===== config.mk =====
export PLATFORM = sky130hd
export DESIGN_NAME = keypad_timer_encoder
export DESIGN_NICKNAME = d
export VERILOG_FILES = /design/src/rtl/timer_pkg.sv /design/src/rtl/keypad_debounce.sv /design/src/rtl/keypad_timer_encoder.sv
export SDC_FILE = /design/constraint.sdc
export NUM_CORES = 1
export LEC_CHECK = 0
export ABC_AREA = 1
export BUFFER_PORTS_ARGS = -buffer_cell sky130_fd_sc_hd__buf_2
export CORE_MARGIN = 8
export CORE_UTILIZATION = 48
export DETAILED_ROUTE_END_ITERATION = 10
export PLACE_DENSITY = 0.68
export SYNTH_ARGS = -nofsm -noshare
export SYNTH_HDL_FRONTEND = slang
export SYNTH_SLANG_ARGS = --single-unit

===== constraint.sdc =====
create_clock -name clk -period 1.94 [get_ports clk]
set_input_delay 0.194 -clock clk [delete_from_list [all_inputs] [get_ports clk]]
set_output_delay 0.194 -clock clk [all_outputs]
set_load 0.1 [all_outputs]

===== src/rtl/timer_pkg.sv =====
// Shared types and BCD limits for the keypad countdown timer.
package timer_pkg;
  localparam int BCD_W = 4;
  typedef logic [BCD_W-1:0] bcd_t;

  localparam bcd_t MAX_MIN = 4'd9;
  localparam bcd_t MAX_DEZ = 4'd5;
  localparam bcd_t MAX_UNI = 4'd9;

  typedef enum logic [1:0] {IDLE, RUN, PAUSE, DONE} state_e;

  // Caller guarantees exactly one bit set.
  function automatic bcd_t onehot_to_bcd(input logic [9:0] keys);
    bcd_t v;
    v = '0;
    for (int i = 0; i < 10; i++) begin
      if (keys[i]) v = bcd_t'(i);
    end
    return v;
  endfunction
endpackage


===== src/rtl/keypad_debounce.sv =====
// Debounces a one-hot keypad and emits one registered BCD strobe per press;
// a new press is only armed after the keypad has been idle for the same stable time.
module keypad_debounce
  import timer_pkg::*;
#(
  parameter int DEBOUNCE_CYCLES = 16
) (
  input  logic       clk,
  input  logic       rst_n,
  input  logic [9:0] Keypad,
  output logic       DigitValid,
  output bcd_t       Digit
);
  localparam int CW = $clog2(DEBOUNCE_CYCLES + 1);
  localparam logic [CW-1:0] CNT_MAX = CW'(DEBOUNCE_CYCLES);

  logic [9:0]    pat_q;
  logic [CW-1:0] cnt_q, cnt_d;
  logic          wait_rel_q, wait_rel_d;
  logic          vld_q, vld_d;
  bcd_t          dig_q, dig_d;

  logic key_zero, key_onehot, key_same, stable_hit;

  assign key_zero   = (Keypad == 10'd0);
  assign key_onehot = $onehot(Keypad);
  assign key_same   = (Keypad == pat_q);
  // Fires on the single cycle the pattern reaches the required stable length.
  assign stable_hit = key_same && (cnt_q == CNT_MAX - 1'b1);

  always_comb begin
    cnt_d      = cnt_q;
    wait_rel_d = wait_rel_q;
    vld_d      = 1'b0;
    dig_d      = dig_q;
    if (!key_zero && !key_onehot)  cnt_d = '0;
    else if (!key_same)            cnt_d = CW'(1);
    else if (cnt_q != CNT_MAX)     cnt_d = cnt_q + 1'b1;

    if (stable_hit && key_onehot && !wait_rel_q) begin
      vld_d      = 1'b1;
      dig_d      = onehot_to_bcd(Keypad);
      wait_rel_d = 1'b1;
    end else if (stable_hit && key_zero) begin
      wait_rel_d = 1'b0;
    end
  end

  always_ff @(posedge clk or negedge rst_n) begin
    if (!rst_n) begin
      pat_q      <= '0;
      cnt_q      <= '0;
      wait_rel_q <= 1'b0;
      vld_q      <= 1'b0;
      dig_q      <= '0;
    end else begin
      pat_q      <= Keypad;
      cnt_q      <= cnt_d;
      wait_rel_q <= wait_rel_d;
      vld_q      <= vld_d;
      dig_q      <= dig_d;
    end
  end

  assign DigitValid = vld_q;
  assign Digit      = dig_q;
endmodule


===== src/rtl/keypad_timer_encoder.sv =====
// M:SS entry from a debounced keypad and 1 Hz countdown to 0:00; all outputs registered.
// Pulse priority: Clear > Stop > Start > Tick > digit.
module keypad_timer_encoder
  import timer_pkg::*;
#(
  parameter int DEBOUNCE_CYCLES = 16
) (
  input  logic       clk,
  input  logic       rst_n,
  input  logic [9:0] Keypad,
  input  logic       Start,
  input  logic       Stop,
  input  logic       Clear,
  input  logic       Tick,
  output logic [3:0] Minutos,
  output logic [3:0] DezenaSeg,
  output logic [3:0] UnidadeSeg,
  output logic       Running,
  output logic       Done
);
  logic   dig_vld;
  bcd_t   dig;
  state_e state_q;
  bcd_t   min_q, dez_q, uni_q;
  logic   run_q, done_q;

  keypad_debounce #(.DEBOUNCE_CYCLES(DEBOUNCE_CYCLES)) u_deb (
    .clk        (clk),
    .rst_n      (rst_n),
    .Keypad     (Keypad),
    .DigitValid (dig_vld),
    .Digit      (dig)
  );

  bcd_t dec_min, dec_dez, dec_uni;
  logic time_zero, last_sec;

  always_comb begin
    dec_min = min_q;
    dec_dez = dez_q;
    dec_uni = uni_q;
    if (uni_q != 4'd0) begin
      dec_uni = uni_q - 4'd1;
    end else begin
      dec_uni = MAX_UNI;
      if (dez_q != 4'd0) begin
        dec_dez = dez_q - 4'd1;
      end else begin
        dec_dez = MAX_DEZ;
        dec_min = min_q - 4'd1;
      end
    end
  end

  assign time_zero = (min_q == 4'd0) && (dez_q == 4'd0) && (uni_q == 4'd0);
  assign last_sec  = (min_q == 4'd0) && (dez_q == 4'd0) && (uni_q == 4'd1);

  always_ff @(posedge clk or negedge rst_n) begin
    if (!rst_n) begin
      state_q <= IDLE;
      min_q   <= '0;
      dez_q   <= '0;
      uni_q   <= '0;
      run_q   <= 1'b0;
      done_q  <= 1'b0;
    end else if (Clear) begin
      state_q <= IDLE;
      min_q   <= '0;
      dez_q   <= '0;
      uni_q   <= '0;
      run_q   <= 1'b0;
      done_q  <= 1'b0;
    end else begin
      case (state_q)
        IDLE: begin
          if (Start && !time_zero) begin
            state_q <= RUN;
            run_q   <= 1'b1;
          end else if (dig_vld && uni_q <= MAX_DEZ) begin
            // Guard keeps the shifted tens-of-seconds digit within 0-5.
            min_q <= dez_q;
            dez_q <= uni_q;
            uni_q <= dig;
          end
        end
        RUN: begin
          if (Stop) begin
            state_q <= PAUSE;
            run_q   <= 1'b0;
          end else if (Tick) begin
            min_q <= dec_min;
            dez_q <= dec_dez;
            uni_q <= dec_uni;
            if (last_sec) begin
              state_q <= DONE;
              run_q   <= 1'b0;
              done_q  <= 1'b1;
            end
          end
        end
        PAUSE: begin
          if (Start) begin
            state_q <= RUN;
            run_q   <= 1'b1;
          end
        end
        default: ;
      endcase
    end
  end

  assign Minutos    = min_q;
  assign DezenaSeg  = dez_q;
  assign UnidadeSeg = uni_q;
  assign Running    = run_q;
  assign Done       = done_q;
endmodule

### Word level (Yosys, flattened, before mapping)

Cells that the tools add are included.

* register bits: 37
* memories: 0
* input bits: 16
* memory bits (read-only): 0
* bits in latches: 0
* memory bits (writable): 0

* multiply operators: 0
* divide/modulo/power cells: 0
* eq/ne operators: 19
* reduce and logical (&&, ||, !) cells: 32
* mux-type cells: 57
* bitwise gates (word level): 0
* magnitude comparators: 1
* add/subtract/negate cells: 13
* shift-type cells: 0

Operators by type and width (count)
* two-way mux 4 bit: 22
* != test 3 bit (second input constant): 9
* case mux 4 bit (2 select lines): 3
* adder 4 bit: 4
* two-way mux 2 bit: 8
* two-way mux 1 bit: 15
* two-way mux 5 bit: 3
* logical NOT 4 bit: 3
* two-way mux 3 bit: 4
* nonzero test 4 bit: 3
* subtractor 4 x 1 -> 4 bit (second input constant): 3
* adder 1 x 1 -> 2 bit: 5
* equality test 10 bit: 1
* logical AND 1 bit: 10
* logical NOT 10 bit: 1
* AND reduction 5 bit: 2
* equality test 4 x 1 -> 1 bit (second input constant): 2
* != test 4 bit (second input constant): 2
* nonzero test 2 bit: 4
* AND reduction 7 bit: 1
* case mux 2 bit (3 select lines): 1
* AND reduction 6 bit: 1
* adder 5 x 1 -> 5 bit (second input constant): 1
* equality test 5 x 4 -> 1 bit (second input constant): 1
* other kinds (10): 13

### Logic depth before layout (Yosys ltp)

Gate-level depths: netlist (run 1).

* depth after elaboration: 9
* gate-level depth with buffers: 14
* depth with buffers taken out: 14

### Modules after synthesis

A second synthesis (run 1) with hierarchy kept.

* cell total of the unflattened synthesis: 332
* area, all modules: 2522.4 um^2

Modules (own cells, without submodules)
* keypad_debounce: area each 1348.8 um^2, cells each 173, instances 1
* keypad_timer_encoder: area each 1173.6 um^2, cells each 159, instances 1

### Worst setup path before layout (run 1)

OpenSTA, ideal clock, no wires.

* path kind: input to register
* from: input Keypad[0]
* to: register u_deb.dig_q[0] (netlist: u_deb.Digit[0])
* setup time: 0.117 ns
* arrival: 3.142 ns
* cell stages on the path: 14
* setup slack: -1.319 ns
* buffers on the path: 0
* cells stage by stage: inv_1 > ha_1 > inv_1 > fa_1 > fa_1 > fa_1 > fa_1 > inv_1 > nor2_1 > nand4_1 > nor2_1 > nand3_2 > nand2_1 > nand2_1

* word-level cells in the longest chain between the ends: 7

RTL lines
* from (decl): RTL line keypad_timer_encoder.sv:10 `input logic [9:0] Keypad,`
* adder 1 x 1 -> 2 bit (implied by the code): RTL line keypad_debounce.sv:26 `assign key_onehot = $onehot(Keypad);`
* adder 4 bit (implied by the code) (3 in series): RTL line keypad_debounce.sv:26
* equality test 4 x 1 -> 1 bit: RTL line keypad_debounce.sv:26
* logical AND 1 bit (*) (2 in series): RTL line keypad_debounce.sv:40 `if (stable_hit && key_onehot && !wait_rel_q) begin`
* to (signal assigned): RTL line keypad_debounce.sv:61 `dig_q <= dig_d;`
* to (decl): RTL line keypad_debounce.sv:21 `bcd_t dig_q, dig_d;`

Mark *: on every way between the ends. The rest lies on a longest branch, timed or not.
A chain may end at the register's enable or synchronous reset.

### Worst setup path after layout (run 1)

Same ends and word-level chain as after synthesis.

==> results of run 1 <==
==> metrics by stage <==
step / hold slack, ns / power, mW / instance area [um^2] / utilization, %
finish: 0.115 / 3.94 / 3100 / 61.1
global route: 0.104 / 4.23 / 3100 / 61.1
CTS: 0.107 / 3.94 / 3070 / 60.5
detailed placement: 0.00219 / 3.37 / 2940 / 57.8
global placement: 0.00332 / 3.33 / 2940 / 57.8
floorplan: -0.102 / 2.93 / 2550 / -
==> layout make-up <==
cell class                      instances  area, um^2  area share [%]
Timing Repair Buffer                   51         359            11.6
Clock inverter                          3        17.5           0.565
Inverter                               59         244            7.87
Sequential cell                        37         927            29.9
Multi-Input combinational cell        215        1400            45.0
Clock buffer                            5        68.8            2.22
Tap cell                               70        87.6            2.83
==> critical path: cells and delay by family <==
| family | cells | cell delay, ns |
|---|---|---|
| adder cells (fa/ha/maj) | 5 | 2.06 |
| AND/OR/NAND/NOR | 6 | 0.63 |
| buffers and inverters | 4 | 0.19 |
==> state kept, by name (all words and copies together), names as in the netlist, 2 cells and up <==
name,count
state_q,2
u_deb.Digit,4
Minutos,4
u_deb.cnt_q,5
DezenaSeg,4
UnidadeSeg,4
u_deb.pat_q,10
==> worst max-delay path by stage <==
stage,startpoint,to,slack (ns)
after global placement,Keypad[0],u_deb.Digit[1],-1.30
after global routing,Keypad[0],u_deb.Digit[0],-1.08
final,Keypad[0],u_deb.Digit[0],-0.95
after CTS,Keypad[0],u_deb.Digit[0],-0.94
after detailed placement,Keypad[0],u_deb.Digit[0],-1.37
after floorplan,Keypad[0],u_deb.Digit[1],-1.11
==> report_power, final <==
part / switching, mW / internal [mW]
Sequential: 0.171 / 0.912
Combinational: 1.67 / 0.649
Clock: 0.292 / 0.248
Total: 2.13 / 1.81
==> cell usage after synthesis (4+ instances only) <==
cell type	count
o21ai_1	10
ha_1	17
nand4_1	7
inv_1	52
nand2_1	81
nand3_1	14
xor2_1	8
inv_2	6
nand2_2	4
dfrtp_1	37
o21ai_0	7
fa_1	6
nor2_1	20
a21oi_1	14
==> cells in the final DEF (no fill, tap or decap), types with 2 or more instances in the layout <==
master    count
a21oi_1      11
a22oi_1       3
clkinv_2      2
xor2_1        8
nand3_4       2
ha_1         15
dfrtp_1      36
ha_4          2
buf_6         3
nor3_1        2
fa_1          5
inv_1        44
o21ai_0       7
o21ai_1      10
inv_4         2
buf_12        2
nand3_1      14
nand2_2       4
clkbuf_8      5
buf_2        25
buf_4        20
nand4_1       7
nand2_4       4
nor2_4        3
a21oi_2       3
nand2_1      79
nor2_2        4
nor2_1       19
inv_2        11
nand3_2       3
==> layer usage <==
layer	vias up	wire length (um)	part of all wire (%)	global-route usage, %
met1	1000	2240	43	16.4
met2	37	2570	50	24.6
li1	1096	-	-	-
met4	0	109	2.1	6.91
met3	10	238	4.6	3.38
met5	-	0	0	0
==> what timing repair did <==
item / 4_1_cts / 5_1_grt
pin swaps: 5 / 2
buffers inserted: 0 / 1
endpoints found under the hold margin: 37 / 0
resized for setup: 10 / 8
setup endpoints to repair: 11 / 11
hold buffers: 1 / 0
==> kinds of logic (layout without fill, tap and decap cells) <==
logic type,count (synthesis),count (layout)
buffers and inverters,60,118
AOI/OAI and AO/OA,37,37
xor gates and xnor gates,8,8
and+or+nand+nor,147,147
adders and majority gates,23,23
DFF,37,37
==> metrics.md, run 1 <==
| Metric | Value |
|---|---|
| Maximum vdd drop | about 0.64 mV |
| Rel. slew slack | 67.6% |
| Largest net degree at the start of global routing | 36 |
| PortBufs | 29 |
| Final hold vios | 0 |
| CTS root buffer | clkbuf_8 |
| Worst endpoint data arrival time | 3.07 ns |
| Main combinational cell family by area after synthesis | simple AND/OR/NAND/NOR gates |
| CTS buffer count | 5 |
| FILL cells | approximately 480 |
| Unrepaired setup endpoints after global routing | yes |
| Post-Syn Instances | roughly 310 |
| Clock transition at the registers of the reported paths | ~0.070 ns |
| Syn_area_per_cell | 8.00 um^2 |
| Final WS setup | -0.946 ns |
| Dpl ws | -1.37 ns |
| Core Box Area | 5070 um^2 |
| Synth Area in XOR/XNOR | 2.81% |
| Vias in the first global route | 1998 |
| Die width | 88.1 um |
| Synth top area share | a little under two fifths |
| Ys Warns | 0 |
| Cell Chain, Critical Path | buf_12 > inv_12 > ha_4 > inv_2 > fa_1 > fa_1 > fa_2 > fa_1 > inv_1 > nor2_1 > nand4_1 > nor2_2 > nand3_2 > nand2_1 > nand2_1 |
| Min-delay src | Keypad[3] |
| Worst R2R End | Minutos[1] |
| Asr flop ratio synth | 100% |
| Post-DP HPWL | 4.01 mm |
| Synth Register Bits | 37 |
| Drt total wl | 5.16 mm |
| Post-synth top flop | dfrtp_1 |
| First-pass GRT wire length | 8.69 mm |
| Distinct cells, synth | 32 |
| Synth top area cells | dfrtp_1 (37%), nand2_1 (12%), ha_1 (8.5%) |
| Critical-path maximum fanout | 6 |
| Fmax | about 0.35 GHz |
| Max-cap violations | 0 |
| Initial core utilization | 49.2% |
| Adder-Cell Fraction of Synth Area | 13.3% |
| CTS tree | done |
| WL/cell | about 12 um |
| Setup tns final | -9.95 ns |
| R2R Setup Slk | between 0.3 and 0.4 ns |
| GPL Wtd Cong | 0.839 |
| Syn Nets | 351 |
| Register area share after synthesis | 37.1% |
| Clock skew | 0.00832 ns |
| Row Count | 26 |
| Vias | 2143 |
| Drc violations | 0 |
| IO Pins | 30 |
| ANT nets after route | 0 |
| Slew Viols, Final | 0 |
| Total GRT Usage | 14.4% |
| Initial DRC count | 59 |
| Crit path time final | roughly 2.9 ns |
| N_diodes | 0 |
| Nets | 408 |
| Crit Path Class | input port to register |
| PD cells | 1270 nW/um^2 |
| Crit. End Element | register |
| Die Y-Extent | 88.1 um |
| Hold Crit Class | input port to register |
| Failing checks | setup timing |
| Least-Margin Pin Slew | roughly 0.49 ns |
| Initial antenna violation count | 0 |
| Synth Area in Simple Gates | between 20% and 30% |
| Share of layout cells above drive strength 1 | around 28% |
| Mapped Area | between 2000 and 2500 um^2 |
| GR Overflow Total | 0 |
| CTS max path bufs | 2 |
| Startpoint Class | input port |
| Crit-path max cell delay | 0.54 ns |
| Hold Crit Depth | 2 |
| Final period util | 149% |
| Leak Pwr | 1.67 nW |
| Via-to-Cell Ratio | 4.87 |
| Worst path most repeated cell | fa_1 |
| Worst EP required | 2.12 ns |
| Layout area overhead | 24.2% |
| TritonRoute pass-1 iters | 4 |
| Setup violators final | 11 |
| Post-synth EDFFs | 0 |
| Yosys top cell by area | dfrtp_1 |
| Hold worst-path end | u_deb.pat_q[3] |
| Clk_lat worst skew | 0.30 ns |
| Placed Instances | 430 |
| Die area | 7760 um^2 |
| Number of H-tree levels | 2 |
| Worst r2r path cells | 9 |
| Sink Count | 37 |
| Fin cells | 440 |
| Status | complete, but fails checks |
| Slowest library cell on the worst path | fa_1 |
| Compound-Gate Fraction of Synth Area | 8.12% |
| RR Startpoint | Minutos[0] |
| Post-synthesis mux area share | 0% |
No activity file was read; power rests on OpenSTA's default activity.
==> inputs of run 2 (changes only) <==
--- a/config.mk
+++ b/config.mk
@@ -7,10 +7,12 @@
 export LEC_CHECK = 0
 export ABC_AREA = 1
 export BUFFER_PORTS_ARGS = -buffer_cell sky130_fd_sc_hd__buf_2
+export CAP_MARGIN = 15
 export CORE_MARGIN = 8
 export CORE_UTILIZATION = 48
 export DETAILED_ROUTE_END_ITERATION = 10
 export PLACE_DENSITY = 0.68
+export REMOVE_ABC_BUFFERS = 1
 export SYNTH_ARGS = -nofsm -noshare
 export SYNTH_HDL_FRONTEND = slang
 export SYNTH_SLANG_ARGS = --single-unit
==> metrics.md, run 2 (same netlist as run 1, synthesis figures left out) <==
| Metric | Value |
|---|---|
| Initial antenna violation count | 0 (unchanged) |
| Final WS setup | -1.07 ns (was -0.946 ns) |
| Failing checks | setup timing (unchanged) |
| Critical-path maximum fanout | 6 (unchanged) |
| Initial core utilization | 49.2% (unchanged) |
| Maximum vdd drop | 0.653 mV (was 0.636 mV) |
| First-pass GRT wire length | 8.86 mm (was 8.69 mm) |
| Critical path's top delay family | adder cells (unchanged) |
| PD cells | 1330 nW/um^2 (was 1270 nW/um^2) |
| Setup tns final | -11.17 ns (was -9.95 ns) |
| Leak Pwr | 1.71 nW (was 1.67 nW) |
| IO Pins | 30 (unchanged) |
| Hold Crit Class | input port to register (unchanged) |
| Cell Chain, Critical Path | buf_8 > inv_6 > ha_4 > inv_2 > fa_1 > fa_1 > fa_2 > fa_1 > inv_1 > nor2_1 > nand4_1 > nor2_2 > nand3_2 > nand2_1 > nand2_1 (was buf_12 > inv_12 > ha_4 > inv_2 > fa_1 > fa_1 > fa_2 > fa_1 > inv_1 > nor2_1 > nand4_1 > nor2_2 > nand3_2 > nand2_1 > nand2_1) |
| Max reg flops | 10 (unchanged) |
| Final period util | 155% (was 149%) |
| Die area | 7760 um^2 (unchanged) |
| Crit. End Element | register (unchanged) |
| Least-Margin Pin Slew | 0.592 ns (was 0.489 ns) |
| Row Count | 26 (unchanged) |
| Number of H-tree levels | 2 (unchanged) |
| TritonRoute pass-1 iters | 4 (unchanged) |
| Post-DP HPWL | 4.01 mm (about the same) |
| N_diodes | 0 (unchanged) |
| Worst R2R End | Running (was Minutos[1]) |
| Design area | 3160 um^2 (was 3100 um^2) |
| Worst path most repeated cell | fa_1 (unchanged) |
| Core Box Area | 5070 um^2 (unchanged) |
| Via-to-Cell Ratio | 4.84 (was 4.87) |
| Startpoint Class | input port (unchanged) |
| Min-delay src | Keypad[3] (unchanged) |
| Worst r2r path cells | 9 (unchanged) |
| Placed Area | 2890 um^2 (was 2940 um^2) |
| CTS tree | done (unchanged) |
| Fmax | 0.333 GHz (was 0.347 GHz) |
| Commonest non-fill, non-tap cell in the layout | nand2_1 (unchanged) |
| Setup violators final | 11 (unchanged) |
| Top Registers | u_deb.pat_q (10), u_deb.cnt_q (5) (unchanged) |
| Drc violations | 0 (unchanged) |
| GPL Wtd Cong | 0.832 (was 0.839) |
| GR Overflow Total | 0 (unchanged) |
| Largest net degree at the start of global routing | 26 (was 36) |
| Status | complete, but fails checks (unchanged) |
| ANT nets after route | 0 (unchanged) |
| Initial DRC count | 54 (was 59) |
| Clk_lat worst skew | 0.29 ns (was 0.30 ns) |
| Sink Count | 37 (unchanged) |
| Hold Crit Depth | 2 (unchanged) |
| Die width | 88.1 um (unchanged) |
| Die Y-Extent | 88.1 um (unchanged) |
| Worst EP required | 2.12 ns (about the same) |
| WP buf/inv | 4 (unchanged) |
| Slew Viols, Final | 0 (unchanged) |
| Layout area overhead | 26.7% (was 24.2%) |
| Max-cap violations | 0 (unchanged) |
| Crit Path Class | input port to register (unchanged) |
| Reg with most FFs | u_deb.pat_q (unchanged) |
| Slowest library cell on the worst path | fa_1 (unchanged) |
| Clock transition at the registers of the reported paths | 0.08 ns (was 0.07 ns) |
| PortBufs | 29 (unchanged) |
| Worst endpoint data arrival time | 3.19 ns (was 3.07 ns) |
| Unrepaired setup endpoints after global routing | yes (unchanged) |
| Vias in the first global route | 2065 (was 1998) |
| R2R Setup Slk | 0.40 ns (was 0.37 ns) |
| WL/cell | 11.8 um (was 11.7 um) |
| Total GRT Usage | 14.6% (was 14.4%) |
| Most frequent cells in the layout | nand2_1 (79), inv_1 (43), dfrtp_1 (37) (was nand2_1 (79), inv_1 (44), dfrtp_1 (36)) |
| Hold worst-path end | u_deb.pat_q[3] (unchanged) |
| CTS buffer count | 5 (unchanged) |
| Drt total wl | 5.24 mm (was 5.16 mm) |
| Final hold vios | 0 (unchanged) |
| CTS root buffer | clkbuf_8 (unchanged) |
| Crit-path max cell delay | 0.56 ns (was 0.54 ns) |
| RR Startpoint | Minutos[0] (unchanged) |
| Nets | 412 (was 408) |
| CTS max path bufs | 2 (unchanged) |
| Clock skew | 0.00899 ns (was 0.00832 ns) |
| Rel. slew slack | 60.5% (was 67.6%) |
| Vias | 2147 (was 2143) |
| Crit path time final | 3.01 ns (was 2.89 ns) |
| Share of layout cells above drive strength 1 | 28.9% (was 28.1%) |
==> run 2: cell types whose count changed in the layout (fill, tap and decap cells not counted), moves of 2 or more <==
| cell | before | now |
|---|---|---|
| buf_12 | 2 | 0 |
| buf_2 | 25 | 23 |
| buf_4 | 20 | 25 |
| buf_8 | 0 | 2 |
| bufinv_16 | 0 | 2 |
| inv_2 | 11 | 13 |
==> run 2: worst max path at each step <==
stage                                 to  cells past startpoint      start
after global placement    u_deb.Digit[0]                     15  Keypad[0]
after floorplan           u_deb.Digit[0]                     14  Keypad[0]
after detailed placement  u_deb.Digit[2]                     15  Keypad[0]
final                     u_deb.Digit[2]                     15  Keypad[0]
after CTS                 u_deb.Digit[1]                     15  Keypad[1]
after global routing      u_deb.Digit[1]                     15  Keypad[0]
==> run 2: worst register-to-register path, delay by kind of cell (launching register included) <==
| kind | cells | cell delay, ns |
|---|---|---|
| buf+inv | 2 | 0.16 |
| flops | 1 | 0.39 |
| compound gates | 1 | 0.08 |
| fa+ha+maj | 1 | 0.20 |
| simple gates | 5 | 0.59 |
==> run 2: area by class of cell <==
type	instances	area (um^2)
clock buffer	5	68.8
clock inverter	3	65.1
fill	458	1910
inverter	59	231
multi-input combinational	215	1400
sequential	37	926
tap	70	87.6
timing repair buffer	55	388
==> run 2: repair_timing <==
action | in CTS | in global routing
endpoints found under the hold margin | 23 | 0
resized for setup | 23 | 8
buffers inserted | 1 | 2
setup endpoints to repair | 11 | 11
pin swaps | 8 | 7
hold buffers | 1 | 0
==> run 2: per-layer routing <==
| metal | track usage [%] | share of wire [%] |
|---|---|---|
| met1 | 16.5 | 44 |
| met2 | 25.6 | 50 |
| met3 | 3.47 | 4.0 |
| met4 | 6.45 | 1.9 |
| met5 | 0 | 0 |
==> run 2: where the power goes <==
| group | total (mW) | switching [mW] | internal (mW) |
|---|---|---|---|
| clock network | 0.801 | 0.290 | 0.511 |
| registers | 1.08 | 0.168 | 0.911 |
| logic | 2.32 | 1.67 | 0.650 |
==> run 2: per-stage QoR <==
stage | utilization (%) | setup slack (ns) | std cells | power [mW] | hold slack (ns)
final | 62.3 | -1.07 | 444 | 4.20 | 0.113
after global routing | 62.3 | -1.20 | 444 | 4.50 | 0.0987
after CTS | 61.5 | -1.01 | 442 | 4.19 | 0.0987
after detailed placement | 56.9 | -1.46 | 432 | 3.35 | 0.241
after global placement | 56.9 | -1.40 | 432 | 3.31 | 0.234
after floorplan | - | -1.32 | 311 | 2.90 | -0.102
==> inputs of run 3 (changes only) <==
--- a/config.mk
+++ b/config.mk
@@ -15,4 +15,5 @@
 export REMOVE_ABC_BUFFERS = 1
 export SYNTH_ARGS = -nofsm -noshare
 export SYNTH_HDL_FRONTEND = slang
+export SYNTH_HIERARCHICAL = 1
 export SYNTH_SLANG_ARGS = --single-unit
==> metrics.md, run 3 <==
| Metric | Value |
|---|---|
| Status | complete, but fails checks (unchanged) |
| Failing checks | hold timing, setup timing (was setup timing) |
| CTS max path bufs | 2 (unchanged) |
| Worst endpoint data arrival time | 3.32 ns (was 3.19 ns) |
| WL/cell | 11.7 um (was 11.8 um) |
| Yosys top cell by area | dfrtp_1 (unchanged) |
| Synth top cells by count | nand2_1 (111), inv_1 (49), dfrtp_1 (37) (was nand2_1 (81), inv_1 (52), dfrtp_1 (37)) |
| IO Pins | 30 (unchanged) |
| CTS buffer count | 5 (unchanged) |
| Most frequent cells in the layout | nand2_1 (108), inv_1 (48), dfrtp_1 (37) (was nand2_1 (79), inv_1 (43), dfrtp_1 (37)) |
| Crit path time final | 3.09 ns (was 3.01 ns) |
| Worst path most repeated cell | fa_1 (unchanged) |
| Via-to-Cell Ratio | 4.78 (was 4.84) |
| ANT nets after route | 0 (unchanged) |
| Total GRT Usage | 15.3% (was 14.6%) |
| Maximum vdd drop | 0.786 mV (was 0.653 mV) |
| Setup tns final | -12.29 ns (was -11.17 ns) |
| Distinct cells, synth | 32 (unchanged) |
| Cell Chain, Critical Path | buf_6 > fa_1 > fa_1 > inv_1 > fa_1 > inv_1 > ha_2 > inv_2 > fa_1 > nand2_1 > o21bai_1 > nand2b_4 > buf_4 > nand2_4 > buf_4 > o31ai_1 > inv_1 (was buf_8 > inv_6 > ha_4 > inv_2 > fa_1 > fa_1 > fa_2 > fa_1 > inv_1 > nor2_1 > nand4_1 > nor2_2 > nand3_2 > nand2_1 > nand2_1) |
| Rel. slew slack | 44.8% (was 60.5%) |
| CTS tree | done (unchanged) |
| Leak Pwr | 1.67 nW (was 1.71 nW) |
| RR Startpoint | u_deb/cnt_q[0] (was Minutos[0]) |
| PortBufs | 29 (unchanged) |
| Hold Crit Class | input port to async pin (was input port to register) |
| Synth top area share | 36.7% (was 37.1%) |
| Post-Syn Instances | 332 (was 312) |
| Register area share after synthesis | 36.7% (was 37.1%) |
| Asr flop ratio synth | 100% (unchanged) |
| Die Y-Extent | 88.5 um (was 88.1 um) |
| Die width | 88.5 um (was 88.1 um) |
| Clock transition at the registers of the reported paths | 0.07 ns (was 0.08 ns) |
| Placed Instances | 444 (was 432) |
| Crit-path max cell delay | 0.51 ns (was 0.56 ns) |
| Compound-Gate Fraction of Synth Area | 6.25% (was 8.12%) |
| Final WS setup | -1.15 ns (was -1.07 ns) |
| Final core occ | 60.6% (was 62.3%) |
| TritonRoute pass-1 iters | 4 (unchanged) |
| Post-DP HPWL | 4.00 mm (was 4.01 mm) |
| Ys Warns | 6 (was 0) |
| Final period util | 159% (was 155%) |
| Worst EP required | 2.18 ns (was 2.12 ns) |
| Core Box Area | 5070 um^2 (unchanged) |
| CTS root buffer | clkbuf_8 (unchanged) |
| Crit. End Element | register (unchanged) |
| Slowest library cell on the worst path | fa_1 (unchanged) |
| GPL Wtd Cong | 0.845 (was 0.832) |
| Clk_lat worst skew | 0.29 ns (about the same) |
| Least-Margin Pin Slew | 0.828 ns (was 0.592 ns) |
| Synth Register Bits | 37 (unchanged) |
| Count leader, synth | nand2_1 (unchanged) |
| First-pass GRT wire length | 9.31 mm (was 8.86 mm) |
| Main combinational cell family by area after synthesis | simple AND/OR/NAND/NOR gates (unchanged) |
| Mapped Area | 2520 um^2 (was 2500 um^2) |
| Crit Path Class | input port to register (unchanged) |
| Reg with most FFs | u_deb/pat_q (was u_deb.pat_q) |
| Commonest non-fill, non-tap cell in the layout | nand2_1 (unchanged) |
| Initial core utilization | 49.7% (was 49.2%) |
| Hold WS | -0.000329 ns (was 0.113 ns) |
| Vias in the first global route | 2180 (was 2065) |
| Fmax | 0.324 GHz (was 0.333 GHz) |
| Sink Count | 37 (unchanged) |
| Max-cap violations | 0 (unchanged) |
| Largest net degree at the start of global routing | 38 (was 26) |
| Synth top area cells | dfrtp_1 (37%), nand2_1 (17%), inv_1 (7.3%) (was dfrtp_1 (37%), nand2_1 (12%), ha_1 (8.5%)) |
| Slew Viols, Final | 0 (unchanged) |
| Tot Pwr | 4.17 mW (was 4.20 mW) |
| Die area | 7830 um^2 (was 7760 um^2) |
| Post-synthesis mux area share | 0% (unchanged) |
| Synth Area in XOR/XNOR | 1.04% (was 2.81%) |
| Top Registers | u_deb/pat_q (10), u_deb/cnt_q (5) (was u_deb.pat_q (10), u_deb.cnt_q (5)) |
| Initial DRC count | 64 (was 54) |
| Clock skew | 0.00694 ns (was 0.00899 ns) |
| PD cells | 1350 nW/um^2 (was 1330 nW/um^2) |
| Setup violators final | 11 (unchanged) |
| GR Overflow Total | 0 (unchanged) |
| Nets | 415 (was 412) |
| Row Count | 26 (unchanged) |
| Cts hold-fix bufs | 0 (was 1) |
| Adder-Cell Fraction of Synth Area | 8.73% (was 13.3%) |
| Vias | 2181 (was 2147) |
| Startpoint Class | input port (unchanged) |
| Fin cells | 456 (was 444) |
| Synth Area in Simple Gates | 37.6% (was 29.4%) |
| Post-synth top flop | dfrtp_1 (unchanged) |
| Layout area overhead | 22.0% (was 26.7%) |
| Share of layout cells above drive strength 1 | 30.1% (was 28.9%) |
| Final hold vios | 2 (was 0) |
| Critical Path Start | Keypad[5] (was Keypad[0]) |
| N_diodes | 0 (unchanged) |
| Number of H-tree levels | 2 (unchanged) |
| Max reg flops | 10 (unchanged) |
| Post-synth EDFFs | 0 (unchanged) |
| Initial antenna violation count | 0 (unchanged) |
| Unrepaired setup endpoints after global routing | yes (unchanged) |
| Critical-path maximum fanout | 2 (was 6) |
| Syn_area_per_cell | 7.60 um^2 (was 8.00 um^2) |
| Drc violations | 0 (unchanged) |
| Drt total wl | 5.33 mm (was 5.24 mm) |
## run 3: changes by cell type after synthesis, sizes merged, moves of 4 or more
| cell | delta |
|---|---|
| nor2 | +7 |
| o21ai | -7 |
| inv | +4 |
| nand2 | +36 |
| xor2 | -6 |
| ha | -9 |
| a21oi | -5 |
## run 3: path summary, 6_finish.rpt
check                                      end  slack (ns)  cells past startpoint
min in group clk                          Done        0.09                      2
worst min-delay path            u_deb/pat_q[5]     -0.0003                      1
max in group asynchronous       u_deb/Digit[1]        1.42                      1
worst min register to register  u_deb/Digit[2]        0.48                      2
worst max-delay path            u_deb/cnt_q[0]       -1.15                     17
worst max register to register  u_deb/Digit[3]        0.22                      9
## run 3: what timing repair did
| action | in CTS | in global routing |
|---|---|---|
| pin swaps | 11 | 5 |
| gates resized for setup | 15 | 5 |
| buffers inserted | 3 | 1 |
| endpoints found under the setup margin | 11 | 11 |
## run 3: final cells by class
cell class / count / area [um^2]
sequential: 37 / 926
clock buffer: 7 / 86.3
timing repair buffer: 47 / 299
multi-input combinational: 231 / 1410
inverter: 63 / 236
clock inverter: 1 / 30.0
fill: 480 / 2000
tap: 70 / 87.6
## run 3: power by group
group / leakage [nW] / total, mW / switching (mW) / internal [mW]
Clock: 0.0585 / 0.697 / 0.277 / 0.419
Combinational: 1.14 / 2.38 / 1.71 / 0.671
Sequential: 0.472 / 1.09 / 0.178 / 0.909
Total: 1.67 / 4.17 / 2.17 / 2.00
## run 3: stage by stage
stage	cell area [um^2]	setup WS, ns
finish	3080	-1.15
global route	3080	-1.31
CTS	3050	-1.12
detailed placement	2850	-1.59
global placement	2850	-1.47
floorplan	2510	-1.32
## run 3: layer usage
layer	vias up	GRT usage [%]	routed length, um
met5	-	0	0
met4	0	7.37	116
met3	12	3.71	243
met2	32	27.6	2760
met1	1003	16.1	2220
li1	1134	-	-
## run 3: kinds of logic (layout without fill, tap and decap cells)
family          after synthesis  in the layout
compound gates               26             26
xor+xnor                      3              3
fa+ha+maj                    14             14
buf+inv                      64            118
flops                        37             37
simple gates                188            188
## run 3: critical path, delay by kind of cell
kind	cells	cell delay [ns]
AO/OA/AOI/OAI	2	0.20
adder cells (fa/ha/maj)	5	2.09
buffers and inverters	7	0.58
AND/OR/NAND/NOR	3	0.26
